## src/rtl/inst_fetch_unit.sv

```systemverilog
// inst_fetch_unit: instruction fetch front end.
// Holds the PC and issues in-order word reads to instruction memory. Returned
// words are buffered in a small FIFO and handed to decode as {inst, inst_pc}
// over a valid/ready handshake. A redirect flushes the wrong-path words.
//
// Build option: define IFU_MISALIGN_CHK_EN to trap misaligned redirect targets.
// The trap sets a sticky misalign_err and parks the unit in HALT until rst.
// Without the macro, the low two bits of redirect_pc are ignored and
// misalign_err stays 0.
module inst_fetch_unit #(
  parameter logic [31:0] PC_RESET   = 32'h0000_0000,
  parameter int unsigned FIFO_DEPTH = 4
) (
  input  logic        clk,
  input  logic        rst,
  input  logic        fetch_en,
  output logic        imem_req_valid,
  input  logic        imem_req_ready,
  output logic [31:0] imem_req_addr,
  input  logic        imem_rsp_valid,
  input  logic [31:0] imem_rsp_data,
  output logic [31:0] inst,
  output logic [31:0] inst_pc,
  output logic        inst_valid,
  input  logic        inst_ready,
  input  logic        redirect_valid,
  input  logic [31:0] redirect_pc,
  output logic        misalign_err
);

  localparam int unsigned AW = $clog2(FIFO_DEPTH);
  localparam int unsigned CW = AW + 1;
  localparam logic [CW:0] DEPTH_W = (CW+1)'(FIFO_DEPTH);

  typedef enum logic {
    S_FETCH = 1'b0,
    S_HALT  = 1'b1
  } state_e;

  state_e        state_q, state_d;
  logic          misalign_q, misalign_d;
  logic [31:0]   pc_q, pc_d;
  logic [31:0]   rsp_pc_q, rsp_pc_d;
  logic [CW-1:0] outstanding_q, outstanding_d;
  logic [CW-1:0] drop_cnt_q, drop_cnt_d;
  logic [CW-1:0] fifo_cnt_q, fifo_cnt_d;
  logic [AW-1:0] wr_ptr_q, wr_ptr_d;
  logic [AW-1:0] rd_ptr_q, rd_ptr_d;
  logic [63:0]   fifo_mem_q [FIFO_DEPTH];
  logic [63:0]   fifo_mem_d [FIFO_DEPTH];

  logic [CW:0]   credit_used;
  logic          req_fire;
  logic          rsp_take;
  logic          push;
  logic          pop;
  logic          redir_bad;
  logic [31:0]   redir_target;
  logic [63:0]   head;

`ifdef IFU_MISALIGN_CHK_EN
  assign redir_target = redirect_pc;
  assign redir_bad    = redirect_valid && (redirect_pc[1:0] != 2'b00);
`else
  // Misaligned targets are silently rounded down to the containing word.
  logic unused_redir_lo;
  assign unused_redir_lo = ^redirect_pc[1:0];
  assign redir_target    = {redirect_pc[31:2], 2'b00};
  assign redir_bad       = 1'b0;
`endif

  // Credit counts only registered state, so inst_ready never reaches the request path.
  assign credit_used    = {1'b0, outstanding_q} + {1'b0, fifo_cnt_q};
  assign imem_req_valid = !rst && (state_q == S_FETCH) && fetch_en &&
                          !redirect_valid && (credit_used < DEPTH_W);
  assign imem_req_addr  = pc_q;
  assign req_fire       = imem_req_valid && imem_req_ready;

  // A response with nothing outstanding is stray and ignored entirely.
  assign rsp_take   = imem_rsp_valid && (outstanding_q != '0);

  assign inst_valid = (fifo_cnt_q != '0);
  assign pop        = inst_valid && inst_ready;
  assign head       = fifo_mem_q[rd_ptr_q];
  assign inst       = inst_valid ? head[63:32] : 32'h0;
  assign inst_pc    = inst_valid ? head[31:0]  : 32'h0;
  assign misalign_err = misalign_q;

  // Next-state: a redirect overrides everything; HALT keeps the buffer empty.
  always_comb begin
    state_d       = state_q;
    misalign_d    = misalign_q;
    pc_d          = pc_q;
    rsp_pc_d      = rsp_pc_q;
    drop_cnt_d    = drop_cnt_q;
    wr_ptr_d      = wr_ptr_q;
    rd_ptr_d      = rd_ptr_q;
    fifo_cnt_d    = fifo_cnt_q;
    push          = 1'b0;
    outstanding_d = outstanding_q + CW'(req_fire) - CW'(rsp_take);
    if (redirect_valid) begin
      wr_ptr_d   = '0;
      rd_ptr_d   = '0;
      fifo_cnt_d = '0;
      pc_d       = redir_target;
      rsp_pc_d   = redir_target;
      // Everything still in flight belongs to the old path; this cycle's
      // response is already discarded, so it is not counted again.
      drop_cnt_d = outstanding_q - CW'(rsp_take);
      if (redir_bad) begin
        state_d    = S_HALT;
        misalign_d = 1'b1;
      end
    end else if (state_q == S_HALT) begin
      wr_ptr_d   = '0;
      rd_ptr_d   = '0;
      fifo_cnt_d = '0;
      drop_cnt_d = '0;
    end else begin
      if (req_fire) begin
        pc_d = pc_q + 32'd4;
      end
      if (rsp_take) begin
        if (drop_cnt_q != '0) begin
          drop_cnt_d = drop_cnt_q - CW'(1);
        end else begin
          push = 1'b1;
        end
      end
      if (push) begin
        wr_ptr_d = wr_ptr_q + AW'(1);
        rsp_pc_d = rsp_pc_q + 32'd4;
      end
      if (pop) begin
        rd_ptr_d = rd_ptr_q + AW'(1);
      end
      fifo_cnt_d = fifo_cnt_q + CW'(push) - CW'(pop);
    end
  end

  // Buffer write: store the returned word alongside the PC it was fetched from.
  always_comb begin
    fifo_mem_d = fifo_mem_q;
    if (push) begin
      fifo_mem_d[wr_ptr_q] = {imem_rsp_data, rsp_pc_q};
    end
  end

  // Control state register; only control is reset.
  always_ff @(posedge clk) begin
    if (rst) begin
      state_q       <= S_FETCH;
      misalign_q    <= 1'b0;
      pc_q          <= PC_RESET;
      rsp_pc_q      <= PC_RESET;
      outstanding_q <= '0;
      drop_cnt_q    <= '0;
      fifo_cnt_q    <= '0;
      wr_ptr_q      <= '0;
      rd_ptr_q      <= '0;
    end else begin
      state_q       <= state_d;
      misalign_q    <= misalign_d;
      pc_q          <= pc_d;
      rsp_pc_q      <= rsp_pc_d;
      outstanding_q <= outstanding_d;
      drop_cnt_q    <= drop_cnt_d;
      fifo_cnt_q    <= fifo_cnt_d;
      wr_ptr_q      <= wr_ptr_d;
      rd_ptr_q      <= rd_ptr_d;
    end
  end

  // Buffer storage; contents are qualified by fifo_cnt_q, so no reset needed.
  always_ff @(posedge clk) begin
    fifo_mem_q <= fifo_mem_d;
  end

endmodule

```

## config.mk

```make
export PLATFORM = sky130hd
export DESIGN_NAME = inst_fetch_unit
export DESIGN_NICKNAME = d
export VERILOG_FILES = /design/src/rtl/inst_fetch_unit.sv
export SDC_FILE = /design/constraint.sdc
export NUM_CORES = 1
export LEC_CHECK = 0
export BUFFER_PORTS_ARGS = -buffer_cell sky130_fd_sc_hd__buf_2
export CAP_MARGIN = 20
export CORE_MARGIN = 4
export CORE_UTILIZATION = 60
export CTS_BUF_LIST = sky130_fd_sc_hd__clkbuf_8
export CTS_CLUSTER_SIZE = 8
export DETAILED_ROUTE_END_ITERATION = 10
export HOLD_SLACK_MARGIN = 0.08
export PLACE_DENSITY = 0.9
export SETUP_SLACK_MARGIN = 0.3
export SYNTH_ARGS = -nofsm -noshare
export SYNTH_HDL_FRONTEND = slang
export SYNTH_SLANG_ARGS = --single-unit
export TNS_END_PERCENT = 20
```

## constraint.sdc

```tcl
create_clock -name clk -period 3.75 [get_ports clk]
set_input_delay 0.375 -clock clk [delete_from_list [all_inputs] [get_ports clk]]
set_output_delay 0.375 -clock clk [all_outputs]
set_load 0.01 [all_outputs]
```

After elaboration in Yosys (flattened, before gate mapping):

Cells that the tools add are included.
Widths: inputs -> output; s select.

* input bits: 71
* flip-flop bits (word level): 333

* add/sub/neg operators: 11
* bitwise operators: 2
* reduce and logical (&&, ||, !) cells: 18
* magnitude comparators: 4
* multiplexer cells: 19

Operators by type and width (number)
* $bwmux 256: 1
* $mux 32: 6
* $mux 64: 3
* $bmux 64 s2: 1
* $demux 64 s2: 1
* $add 32x3->32 const B: 2
* $mux 3: 3
* $reduce_bool 3->1: 3
* $sub 3x1->3: 3
* $reduce_bool 2->1: 4
* $logic_and 1x1->1: 7
* $add 3x1->3: 2
* $ge 3x3->1 const B: 2
* $not 2->3: 2
* $add 2x1->2 const B: 2
* $add 3x3->4: 1
* $lt 4x3->1 const B: 1
* $mux 1: 4
* $lt 3x1->1 const B: 1
* $sub 3x1->3 const B: 1
* $logic_not 1->1: 2
* $reduce_and 2->1: 1
* $reduce_or 2->1: 1

Logic depth before layout (Yosys ltp):

Gate-level depths: netlist of the first run.

* depth in word-level cells: 7
* gate-level depth with buffers: 13
* mapped depth without buffers: 11

Least setup slack after synthesis of the first run:

Ideal clock, no wire load.

* kind: reg2reg
* from: register drop_cnt_q[0]
* to: register fifo_mem_q[100] (netlist bit), enable pin
* cell stages (with the launch flop): 8
* slack: 502 ps
* data required time: 3323 ps
* clock period less this slack: 3248 ps
* arrival: 2821 ps
* cell sequence: dfxtp_1 -> inv_1 -> ha_1 -> and3b_1 -> buf_2 -> and2_1 -> clkbuf_1 -> and3_1

* longest elaborated chain between the ends: 5

RTL lines
* from (decl): RTL line 45 `logic [CW-1:0] drop_cnt_q, drop_cnt_d;`
* from (signal assigned): RTL line 167 `drop_cnt_q <= drop_cnt_d;`
* $reduce_bool 3->1: RTL line 124 `if (drop_cnt_q != '0) begin`
* $mux 1: RTL line 124
* $mux 1: RTL line 123 `if (rsp_take) begin`
* $mux 1 (2 in a row): RTL line 101 `if (redirect_valid) begin`
* to (signal assigned): RTL line 176 `fifo_mem_q <= fifo_mem_d;`
* to (decl): RTL line 49 `logic [63:0] fifo_mem_q [FIFO_DEPTH];`

No other way between the ends. The select of a mux whose other input is x is not followed.
A chain may end at the register's enable or synchronous reset.

Worst setup path after layout of the first run:

* from: register rd_ptr_q[0]
* to: output inst[20]

* longest elaborated chain between the ends: 5

RTL lines
* from (decl): RTL line 48 `logic [AW-1:0] rd_ptr_q, rd_ptr_d;`
* from (signal assigned): RTL line 170 `rd_ptr_q <= rd_ptr_d;`
* $not 2->3 (not written as such): RTL line 84 `assign head = fifo_mem_q[rd_ptr_q];`
* $bmux 64 s2: RTL line 84
* $mux 64 (not written as such) (2 in a row): RTL line 84
* $mux 32: RTL line 85 `assign inst = inst_valid ? head[63:32] : 32'h0;`
* to (decl): RTL line 22 `output logic [31:0] inst,`

No other way between the ends. The select of a mux whose other input is x is not followed.

==> results of run 1 <==
## repair_timing
action,in CTS,in global routing
gates resized for setup,0,0
hold endpoints to repair,131,0
hold buffers,35,0
setup buffers,0,0
## cells by family after synthesis
kind of cell               share of synthesized area
DFF                                            0.657
and+or+nand+nor                                0.114
AOI/OAI and AO/OA                             0.0538
buffers and inverters                         0.0252
muxes                                          0.106
xor gates and xnor gates                      0.0271
adders and majority gates                     0.0177
other                                       0.000276
## how the worst max path moves through the flow
| stage | start | to | slack, ns | cells past startpoint |
|---|---|---|---|---|
| 2_1_floorplan | drop_cnt_q[0]$_SDFFE_PP0P_ | fifo_mem_q[100]$_DFFE_PP_ | 0.50 | 7 |
| 3_3_place_gp | outstanding_q[2]$_SDFF_PP0_ | outstanding_q[2]$_SDFF_PP0_ | 1.13 | 11 |
| 3_5_place_dp | outstanding_q[2]$_SDFF_PP0_ | outstanding_q[2]$_SDFF_PP0_ | 1.12 | 11 |
| 4_1_cts | rd_ptr_q[0]$_SDFFE_PP0P_ | inst_pc[12] | 0.87 | 4 |
| 5_1_grt | rd_ptr_q[0]$_SDFFE_PP0P_ | inst[20] | 0.75 | 4 |
| 6_report | rd_ptr_q[0]$_SDFFE_PP0P_ | inst[20] | 0.92 | 4 |
## placed cells by master (no fill, tap or decap), drive strengths merged, types with 18 or more instances in the layout
cell type,count
dfxtp,73
and2,74
nor2,46
inv,47
dlygate4sd3,35
edfxtp,248
a211oi,19
nand2,46
clkbuf,52
xnor2,37
nand4,23
a21oi,19
buf,176
nand3,21
mux4,62
nor3,18
## worst max-delay path, delay by kind of cell (launching register included)
| family | cells | cell delay, ns |
|---|---|---|
| DFF | 1 | 0.55 |
| buffers and inverters | 2 | 0.54 |
| and+or+nand+nor | 1 | 0.18 |
| muxes | 1 | 0.59 |
## power by group through the flow
stage / Sequential (mW) / Clock [mW] / Combinational, mW
global placement: 4.21 / 0 / 1.17
CTS: 4.15 / 2.63 / 1.24
finish: 4.16 / 2.58 / 1.23
global route: 4.18 / 2.81 / 1.37
floorplan: 4.19 / 0 / 0.792
detailed placement: 4.23 / 0 / 1.20
## routing by layer
layer | track usage | wire, µm | vias up
li1 | - | - | 3918
met1 | 0.323 | 11900 | 4172
met2 | 0.392 | 14200 | 448
met3 | 0.0495 | 2630 | 58
met4 | 0.0565 | 550 | 2
met5 | 0 | 7 | -
## registers in the layout, summed over array words and instances (netlist names)
signal and count:
wr_ptr_q 2, drop_cnt_q 3, fifo_cnt_q 3, rsp_pc_q 30, imem_req_addr 30, fifo_mem_q 248
rd_ptr_q 2, outstanding_q 3
## through the flow
stage	hold slack (ns)	area [µm²]	power [mW]
detailed placement	0.524	14700	5.43
global placement	0.514	14700	5.38
CTS	0.0877	15900	8.02
finish	0.115	15900	7.97
floorplan	0.474	13600	4.98
global route	0.0919	15900	8.35
## area by class of cell
cell class | instances | area (µm²) | share of cell area
diodes | 1 | 2.50 | 0.000157
clock buffers | 52 | 716 | 0.0450
clock inverters | 29 | 140 | 0.00880
inverters | 28 | 105 | 0.00660
multi-input cells | 518 | 4340 | 0.273
flip-flops and latches | 321 | 8910 | 0.560
well taps | 280 | 350 | 0.0220
repair buffers | 211 | 1350 | 0.0850
==> results.cfg, run 1 <==
[sta]
min_period_ns = 2.83
finalWorstSetupSlack_ns = 0.919
setup_violations = 0
rsz0062_at_grt = no
period_share = 0.755
drv_slew = 0
skew_ns = 0.0213
max_freq_mhz = 353
hold_viol = 0
max_slew_margin = 0.483
setup_tns_ns = 0
worst_slew_pin_slew_ns = 0.772

[global_route]
grt_max_degree = 64
grt_pass1_vias = 8573
grt_usage = 0.235
antenna_found_initial = 1
gr-total-overflow = 0
grt_pass1_wl_mm = 46.1

[route]
vias = 8598
drc = 0
drt_pass1_iterations = 5
post_drt_wl_per_cell_um = 20.4
routed_wl_mm = 29.3
drtIter0Drc = 696
ant_nets = 0
vias_per_cell = 5.97

[pwr]
power_frac_clock = 0.324
peakVddDrop_mv = 0.289
power_leakage_nw = 5.69
p_per_area_nw_per_um2 = 501
power_frac_seq = 0.521
switchingPower_mw = 2.07
p_sw_frac = 0.259
comb_power_share = 0.155
internal-power_mw = 5.90

[logic_synthesis]
synth-async-reset-ratio = 0
synth-seq-cells = 321
yosys-top-cells-count = 248 x edfxtp_1, 74 x and2_1, 73 x dfxtp_1, 62 x mux4_2
synthTopCellsByArea = edfxtp_1 55%, dfxtp_1 11%, mux4_2 10%
synth_area_leader_cell = edfxtp_1
syn_area_per_cell_um2 = 14.8
syn_area_um2 = 13600
netlist.area_leader.share = 0.549
ys_seq_area_frac = 0.657
ys_warn_count = 0
syn_inst = 917
yosysMostFrequentCell = edfxtp_1
synthDistinctLibCells = 59
synth_edf_count = 248
ys.flop_type = edfxtp_1

[cts]
clkSinkCount = 321
numCtsBuffers = 50
clkLatencyLatePin_ns = 0.55
clock-root-buffer = clkbuf_8
cts_tree = yes
clk_path_buf_depth = 3
htreeDepth = 2
path_clk_slew_ns = 0.06

[floorplan]
die_x_um = 158
core_um2 = 22000
fp.dieH_um = 158
num_rows = 54
dieArea_um2 = 25100
start_util = 0.616
ioPinCount = 170

[cells_and_area]
fin_util = 0.723
nets = 1219
synthToLayoutAreaGrowth_pct = 17.3
fillers = 1369
instances_no_fill = 1440
drive_above_1_share = 0.268

[placement]
dp_worst_setup_slack_ns = 1.12
dp.cells = 1323
portBuffers = 162
place.gp.congestion = 0.920
place_hpwl_mm = 17.7

[worst_setup_path]
start_kind = flop
reg2reg_setup_slack_ns = 1.10
rr_worst_depth = 11
reg2reg_to = outstanding_q[2]$_SDFF_PP0_
crit_chain = buf_12 > mux4_2 > and2_1 > buf_2
required_ns = 3.38
worstSetupEndpointType = output pin
cp.arrival_ns = 2.46
crit_type = flop to output pin
rr_startpoint = outstanding_q[2]$_SDFF_PP0_
cp_slowest_stage_delay_ns = 0.59
crit_slowest_cell = mux4_2
worstPathMaxFanout = 49

[job]
drv_cap = 0

[outcome]
outcome = finished, final reports clean

[min_path]
hold_path.startpoint = redirect_pc[22]
hold_class = input pin to flop
hold_depth = 3
whs_endpoint = imem_req_addr[22]$_SDFFE_PP0P_
Power figures use the tool's default switching activity.
==> inputs of run 2 (changes only) <==
Settings changed: ABC_AREA set to 1.
Clock period 3.75 ns to 2.7 ns, I/O delays scaled along.
==> run 2 against run 1 <==
Effect of this change:
- register-to-register slack worse by 0.78 ns
- sequential share of layout area is 4.5 points lower
- via count is 44% higher
- die area is 7.5% higher
- worst setup slack worse by 0.59 ns
- clock-buffer cell count is 2 higher
- clock power is 41% higher
- first-iteration DRC count is 110% higher
- clock skew hardly changed
- area after synthesis is 7.9% higher
- sequential power is 39% higher
==> results.cfg, run 2 <==
[global_route]
grt_pass1_wl_mm = 60.0
grt_usage = 0.281
grt_max_degree = 128
gr-total-overflow = 0
antenna_found_initial = 0
grt_pass1_vias = 12204

[logic_synthesis]
synth_area_leader_cell = edfxtp_1
ys_seq_area_frac = 0.608
syn_inst = 1600
ys_warn_count = 0
ys.flop_type = edfxtp_1
yosys-top-cells-count = 378 x nor2_1, 287 x nand2_1, 248 x edfxtp_1, 171 x o21ai_0, 115 x a21oi_1
synthTopCellsByArea = edfxtp_1 51%, dfxtp_1 10%, nor2_1 9.7%
syn_area_um2 = 14600
synth-async-reset-ratio = 0
netlist.area_leader.share = 0.509
syn_area_per_cell_um2 = 9.15
synth-seq-cells = 321
synthDistinctLibCells = 40
synth_edf_count = 248
yosysMostFrequentCell = nor2_1

[sta]
hold_viol = 0
max_slew_margin = 0.562
drv_slew = 0
setup_violations = 0
min_period_ns = 2.38
worst_slew_pin_slew_ns = 0.657
rsz0062_at_grt = yes
max_freq_mhz = 421
skew_ns = 0.0214
period_share = 0.880
finalWorstSetupSlack_ns = 0.325

[cts]
path_clk_slew_ns = 0.07
cts_tree = yes
clk_path_buf_depth = 3
clkLatencyLatePin_ns = 0.58
clock-root-buffer = clkbuf_8
clkSinkCount = 321
htreeDepth = 2
numCtsBuffers = 50

[route]
post_drt_wl_per_cell_um = 18.2
drtIter0Drc = 1452
drc = 0
routed_wl_mm = 39.6
vias_per_cell = 5.71
ant_nets = 0
vias = 12401
drt_pass1_iterations = 6

[floorplan]
start_util = 0.616
die_x_um = 164
fp.dieH_um = 164
core_um2 = 23800
ioPinCount = 170
dieArea_um2 = 27000
num_rows = 56

[cells_and_area]
drive_above_1_share = 0.153
layout_commonest_cell = nor2_1
final_cell_mix = 373 x nor2_1, 286 x nand2_1, 248 x edfxtp_1
largest_reg_flops = 248
instances_no_fill = 2171
top_register = fifo_mem_q
synthToLayoutAreaGrowth_pct = 18.4
nets = 1913
antenna-diode-count = 0

[placement]
dp_worst_setup_slack_ns = 0.207
dp.cells = 2039
portBuffers = 162
place_hpwl_mm = 23.1
place.gp.congestion = 0.949

[worst_setup_path]
start_kind = flop
crit_type = flop to flop
cp.arrival_ns = 2.84
worstPathMaxFanout = 8
worstSetupEndpointType = flop
required_ns = 3.16

[pwr]
power_leakage_nw = 6.73
peakVddDrop_mv = 0.342
p_total_mw = 11.2
p_per_area_nw_per_um2 = 649

[outcome]
outcome = finished, final reports clean

[min_path]
hold_class = input pin to flop

[job]
drv_cap = 0
-- run 2: worst max-delay path, stage by stage (launching register included) --
cell           delay [ns]
dfxtp_1              0.50
ha_1                 0.42
nand2_1              0.17
nor2_1               0.20
buf_4                0.16
nand3_1              0.08
nand2_1              0.08
o22ai_1              0.06
dlygate4sd3_1        0.58
-- run 2: per-layer routing --
metal | vias to the layer above | track usage | routed length (µm)
met3 | 104 | 0.0550 | 4080
met4 | 0 | 0.119 | 1190
li1 | 5758 | - | -
met2 | 752 | 0.482 | 19400
met5 | - | 0 | 0
met1 | 5787 | 0.349 | 14900
-- run 2: power by group --
group | switching [mW] | leakage (nW) | internal, mW
clock network | 1.83 | 0.501 | 1.82
registers | 0.205 | 2.86 | 5.57
logic | 1.18 | 3.36 | 0.649
-- run 2: final cells by class --
class                           instances  area (µm²)
Sequential cell                       321        8920
Fill cell                            1607        6420
Multi-Input combinational cell       1096        5050
Timing Repair Buffer                  239        1660
Clock buffer                           54         743
Inverter                              116         442
Tap cell                              319         399
Clock inverter                         26         114
-- run 2: worst paths after layout --
| kind | start | end | cells past startpoint | slack (ns) |
|---|---|---|---|---|
| worst min-delay path | redirect_pc[26] | imem_req_addr[26]$_SDFFE_PP0P_ | 5 | 0.1 |
| worst max-delay path | rsp_pc_q[3]$_SDFFE_PP0P_ | rsp_pc_q[8]$_SDFFE_PP0P_ | 8 | 0.32 |
| worst max register to register | rsp_pc_q[3]$_SDFFE_PP0P_ | rsp_pc_q[8]$_SDFFE_PP0P_ | 8 | 0.32 |
| worst min register to register | wr_ptr_q[1]$_SDFFE_PP0N_ | wr_ptr_q[1]$_SDFFE_PP0N_ | 2 | 0.53 |
-- run 2: kinds of logic (layout without fill, tap and decap cells) --
| family | count (synthesis) | after routing | share of synthesized area |
|---|---|---|---|
| and+or+nand+nor | 753 | 753 | 0.207 |
| DFF | 321 | 321 | 0.608 |
| AOI/OAI and AO/OA | 301 | 301 | 0.105 |
| buffers and inverters | 187 | 435 | 0.0520 |
| xor gates and xnor gates | 19 | 19 | 0.0114 |
| adders and majority gates | 18 | 18 | 0.0164 |
| other | 1 | 5 | 0.000256 |
-- run 2: timing repair --
action | in CTS | in global routing
setup buffers | 1 | 0
hold buffers | 49 | 0
gates resized for setup | 8 | 6
gates cloned | 0 | 2
setup endpoints to repair | 59 | 60
hold endpoints to repair | 152 | 0
pin swaps | 1 | 0
-- run 2: metrics by stage --
| stage | TNS [ns] | utilization | cell area (µm²) | hold WS, ns |
|---|---|---|---|---|
| 3_3_place_gp | 0 | 0.669 | 15900 | 0.477 |
| 3_5_place_dp | 0 | 0.669 | 15900 | 0.488 |
| 4_1_cts | 0 | 0.727 | 17300 | 0.0800 |
| 6_report | 0 | 0.730 | 17300 | 0.0974 |
| 5_1_grt | 0 | 0.730 | 17300 | 0.114 |
| 2_1_floorplan | -5.53 | - | 14700 | 0.369 |
